## config.mk

```make
export PLATFORM = sky130hd
export DESIGN_NAME = pipe_stage_reg
export DESIGN_NICKNAME = d
export VERILOG_FILES = /design/src/rtl/pipe_stage_reg.sv
export SDC_FILE = /design/constraint.sdc
export NUM_CORES = 1
export LEC_CHECK = 0
export ABC_AREA = 0
export CAP_MARGIN = 25
export CORE_AREA = 5 5 126 128
export CTS_BUF_LIST = sky130_fd_sc_hd__clkbuf_8
export DETAILED_ROUTE_END_ITERATION = 8
export DIE_AREA = 0 0 131 133
export GPL_ROUTABILITY_DRIVEN = 1
export HOLD_SLACK_MARGIN = 0.03
export PLACE_DENSITY = 0.89
export SYNTH_ARGS = -nofsm -noshare
export SYNTH_HDL_FRONTEND = slang
export SYNTH_SLANG_ARGS = --single-unit
```

## constraint.sdc

```tcl
create_clock -name CLK -period 1.8 [get_ports CLK]
set_clock_uncertainty 0.1 [all_clocks]
set_input_delay 0.18 -clock CLK [delete_from_list [all_inputs] [get_ports CLK]]
set_output_delay 0.18 -clock CLK [all_outputs]
set_load 0.05 [all_outputs]
```

## src/rtl/pipe_stage_reg.sv

```systemverilog
// pipe_stage_reg: parametrised pipeline register for the five-stage CPU datapath.
// Replaces the fixed IF/ID, ID/EX, EX/MEM and MEM/WB latches with DEPTH chained slots,
// each carrying a valid bit and a DATA_W payload.
//
// Per-edge priority: halted (freeze) > flush (squash) > stall (hold) > en (shift) > hold.
// Items shifted in with in_valid=0 become zero-filled bubbles.
// A valid item with data[HALT_BIT]=1 in the last slot sets the sticky halted flag on the
// following edge.
//
// Optional build macro:
//   BUBBLE_COUNT_EN - builds the bubble/stall counters; when undefined both read 0.
//
// Ports:
//   CLK        rising-edge clock
//   nRST       asynchronous active-low reset
//   en         advance request (ihit|dhit)
//   stall      hold all slots
//   flush      squash all slots to bubbles
//   in_valid   incoming payload is a real instruction
//   in_data    incoming payload
//   out_valid  valid bit of the last slot
//   out_data   payload of the last slot
//   halted     sticky halt seen at the last slot
//   occupancy  number of valid slots
//   bubble_cnt bubbles shifted out of the last slot
//   stall_cnt  cycles with stall and en both requested (no flush)
module pipe_stage_reg #(
  parameter int unsigned DATA_W   = 128,
  parameter int unsigned DEPTH    = 1,
  parameter int unsigned HALT_BIT = 0
) (
  input  logic              CLK,
  input  logic              nRST,
  input  logic              en,
  input  logic              stall,
  input  logic              flush,
  input  logic              in_valid,
  input  logic [DATA_W-1:0] in_data,
  output logic              out_valid,
  output logic [DATA_W-1:0] out_data,
  output logic              halted,
  output logic [2:0]        occupancy,
  output logic [31:0]       bubble_cnt,
  output logic [31:0]       stall_cnt
);

  if (DEPTH < 1 || DEPTH > 4) begin : g_depth_chk
    $error("pipe_stage_reg: DEPTH must be within 1..4");
  end
  if (DATA_W < 1 || DATA_W > 512) begin : g_width_chk
    $error("pipe_stage_reg: DATA_W must be within 1..512");
  end
  if (HALT_BIT >= DATA_W) begin : g_halt_chk
    $error("pipe_stage_reg: HALT_BIT must be below DATA_W");
  end

  localparam int unsigned Last = DEPTH - 1;

  logic [DEPTH-1:0][DATA_W-1:0] data_q, data_d;
  logic [DEPTH-1:0]             valid_q, valid_d;
  logic                         halted_q, halted_d;
  logic [2:0]                   occ_q, occ_d;

  logic do_flush, do_stall, do_shift;

  // Decoded per-edge action; halted masks everything.
  always_comb begin
    do_flush = !halted_q && flush;
    do_stall = !halted_q && !flush && stall;
    do_shift = !halted_q && !flush && !stall && en;
  end

  always_comb begin
    data_d  = data_q;
    valid_d = valid_q;
    if (do_flush) begin
      data_d  = '0;
      valid_d = '0;
    end else if (do_shift) begin
      for (int i = 1; i < int'(DEPTH); i++) begin
        data_d[i]  = data_q[i-1];
        valid_d[i] = valid_q[i-1];
      end
      // Bubbles enter zero-filled so downstream decode sees a no-op.
      data_d[0]  = in_valid ? in_data : '0;
      valid_d[0] = in_valid;
    end
  end

  // Halt is judged on the last slot's current contents, independent of this edge's action.
  always_comb begin
    halted_d = halted_q | (valid_q[Last] & data_q[Last][HALT_BIT]);
  end

  always_comb begin
    occ_d = '0;
    for (int i = 0; i < int'(DEPTH); i++) begin
      occ_d = occ_d + 3'(valid_d[i]);
    end
  end

  always_ff @(posedge CLK or negedge nRST) begin
    if (!nRST) begin
      data_q   <= '0;
      valid_q  <= '0;
      halted_q <= 1'b0;
      occ_q    <= '0;
    end else begin
      data_q   <= data_d;
      valid_q  <= valid_d;
      halted_q <= halted_d;
      occ_q    <= occ_d;
    end
  end

  always_comb begin
    out_valid = valid_q[Last];
    out_data  = data_q[Last];
    halted    = halted_q;
    occupancy = occ_q;
  end

`ifdef BUBBLE_COUNT_EN
  logic [31:0] bubble_cnt_q, bubble_cnt_d;
  logic [31:0] stall_cnt_q, stall_cnt_d;

  // Both counters wrap naturally at 32 bits and freeze while halted via do_*.
  always_comb begin
    bubble_cnt_d = bubble_cnt_q;
    stall_cnt_d  = stall_cnt_q;
    if (do_shift && !valid_q[Last]) begin
      bubble_cnt_d = bubble_cnt_q + 32'd1;
    end
    if (do_stall && en) begin
      stall_cnt_d = stall_cnt_q + 32'd1;
    end
  end

  always_ff @(posedge CLK or negedge nRST) begin
    if (!nRST) begin
      bubble_cnt_q <= '0;
      stall_cnt_q  <= '0;
    end else begin
      bubble_cnt_q <= bubble_cnt_d;
      stall_cnt_q  <= stall_cnt_d;
    end
  end

  always_comb begin
    bubble_cnt = bubble_cnt_q;
    stall_cnt  = stall_cnt_q;
  end
`else
  always_comb begin
    bubble_cnt = '0;
    stall_cnt  = '0;
  end
`endif

endmodule

```

==> results.yml <==
sta:
  slew_headroom_pct: 65.0
  timing.final.ws_setup_ps: 187
  finalHoldViolations: 0
  tns_ps: 0
  rsz0062_at_grt: "no"
  finalCritPeriodShare_pct: 89.6
  setup_violations: 0
  final.min_clock_period_ps: 1610
  slew_violations: 0
  clock.fmax_mhz: 620
  worst_pin_slew_ps: 528
synth:
  synth-warning-count: 0
  ys_top_cells_by_area: "dfrtp_1, a22o_1, buf_4, buf_6, buf_2"
  yosys.area_share.adder_pct: 0
  synthXorXnorAreaFrac_pct: 0
  ys_seq_elements: 130
  avgSynthCellArea_sq_um: 14.3
  synth_mux_area_share_pct: 0
  netlist_instances: 360
  synth_top_family_by_area: "compound AO/OA/AOI/OAI gates"
  ys_seq_area_share_pct: 63.1
  synth_largest_area_cell: "dfrtp_1"
  yosys.area_share.simple_pct: 0.729
  synth_compound_area_share_pct: 22.2
  synth.distinct_cells: 11
  netlist.area_leader.share_pct: 63.1
  syn_area_sq_mm: 0.00515
place:
  hpwl_mm: 10.8
  place_ws_ps: 8.75
  gp_congestion: 0.758
  placedCellCount: 796
  io_buffer_count: 264
hold_path:
  hp-class: "in -> async"
worst_setup_path:
  cp_max_fo: 2
  cp_slowest_cell: "dlygate4sd2_1"
  crit_family: "buffers and inverters"
  path_buf_inv: 1
  cp.required_ps: 1520
  crit_path_end_kind: "output port"
  reg2reg_depth: 4
  reg2reg_from: "halted"
  worst-setup-path-type: "reg -> out"
  r2r-end: "out_data[78]"
  rrSetupSlack_ps: 240
  slowest_delay_ps: 550
  cp.arrival_ps: 1330
  path_cells: "dlygate4sd2_1"
  critPathLaunchType: "flip-flop"
global_route:
  antenna_found_initial: 0
  grt_pass1_vias: 4002
  grtUsageTotal_pct: 16.4
  grt_pass1_wl_mm: 21.9
  grt_max_degree: 73
  overflow: 0
pwr:
  cellPowerDensity_mw_per_mm2: 968
  power.total_mw: 7.64
  peakVddDrop_mv: 0.714
  p_leak_nw: 4.13
routing:
  wirelength_mm: 14.5
  first_pass_iters: 4
  via_per_inst: 4.60
  drc_errors: 0
  drt_iter0_markers: 156
  wl_per_cell_microns: 17.6
  vias: 3812
  ant_nets: 0
floorplanning:
  die_height_microns: 133
  ios: 331
  initial_core_util_pct: 34.9
  rows: 45
  die_x_microns: 131
  core_sq_mm: 0.0148
  fp.dieArea_sq_mm: 0.0174
clock_tree:
  clk_pin_slew_ps: 80
  cts_tree: "done"
  clk-insertion-delay-late_ps: 420
  cts_inserted_buffers: 17
  clockBufferDepth: 2
  htreeDepth: 4
  cts_sinks: 130
  clock-root-buffer: "clkbuf_8"
cells_and_area:
  layout.nets: 762
  syn_to_final_growth_pct: 53.1
  drive_above_1_share_pct: 18.8
  final_cell_count_no_fill: 828
  n_antenna_cell: 0
run_status:
  status: "finished, final reports clean"
run:
  drv_cap: 0
## worst max-delay path by stage
stage | startpoint | end | depth (start not counted)
after floorplan | halted | out_data[0] | 4
after global placement | en | out_data[50] | 6
after detailed placement | en | out_data[78] | 6
after CTS | out_data[106] | out_data[106] | 1
after global routing | out_data[106] | out_data[106] | 1
final | out_data[11] | out_data[11] | 1
## kinds of logic (layout without fill, tap and decap cells)
kind of cell / Yosys count / in the layout
buffers and inverters: 96 / 311
and+or+nand+nor: 2 / 2
other: 1 / 66
AOI/OAI and AO/OA: 131 / 131
DFF: 130 / 130
## where the power goes
part,switching [mW],total [mW],internal (mW)
registers,0.120,3.22,3.10
logic,1.43,2.09,0.665
clock network,1.13,2.33,1.20
## cells in the mapped netlist
| cell type | n |
|---|---|
| dfrtp_1 | 130 |
| inv_1 | 1 |
| nand2b_4 | 1 |
| a22o_1 | 128 |
| nor4b_4 | 1 |
| a21o_1 | 3 |
| buf_4 | 70 |
| clkbuf_1 | 2 |
| buf_2 | 13 |
| buf_6 | 10 |
| conb_1 | 1 |
## layout make-up
class                   instances  area [sq um]
inverters                       1          3.75
multi-input cells             199          1440
flip-flops and latches        130          3250
clock inverters                11           105
fillers                      1259          6870
clock buffers                  20           275
repair buffers                279          2580
well taps                     188           235
## per-stage QoR
step           area (sq um)  util (%)  hold slack (ps)
6_report               7890      53.5              221
5_1_grt                7890      53.5              193
4_1_cts                7890      53.5              211
3_5_place_dp           7570      51.3              125
3_3_place_gp           7570      51.3              122
2_1_floorplan          5400         -             -216
## sequential cells by signal, indices dropped and copies added (netlist names)
register and flops:
halted 1, occupancy 1, out_data 128
## metal layers
metal | track usage [%] | part of all wire [%] | vias to the layer above | wire [microns]
met1 | 18.3 | 36 | 1860 | 5280
li1 | - | - | 1739 | -
met3 | 8.11 | 11 | 10 | 1630
met5 | 0 | 0 | - | 0
met4 | 4.63 | 1.1 | 0 | 155
met2 | 27.3 | 51 | 203 | 7470
## layout by cell type, fill, tap and decap left out, drive strengths merged
cell	n
conb	66
nand2b	1
dlygate4sd3	1
nor4b	1
clkinvlp	4
bufinv	1
a22o	128
dlygate4sd2	60
inv	2
clkinv	5
buf	86
clkbuf	20
a21o	3
clkdlybuf4s50	132
dfrtp	130
## repair_timing
item	in CTS	in global routing
setup buffers	0	0
hold buffers	1	0
hold endpoints to repair	130	0
resized for setup	60	0
endpoints found under the setup margin	60	0
## tightest hold or removal path, cell delays in order
cell and delay (ps):
dlygate4sd3_1 540, buf_4 140, buf_12 280
Note: power is estimated with default switching activity, not from simulation.
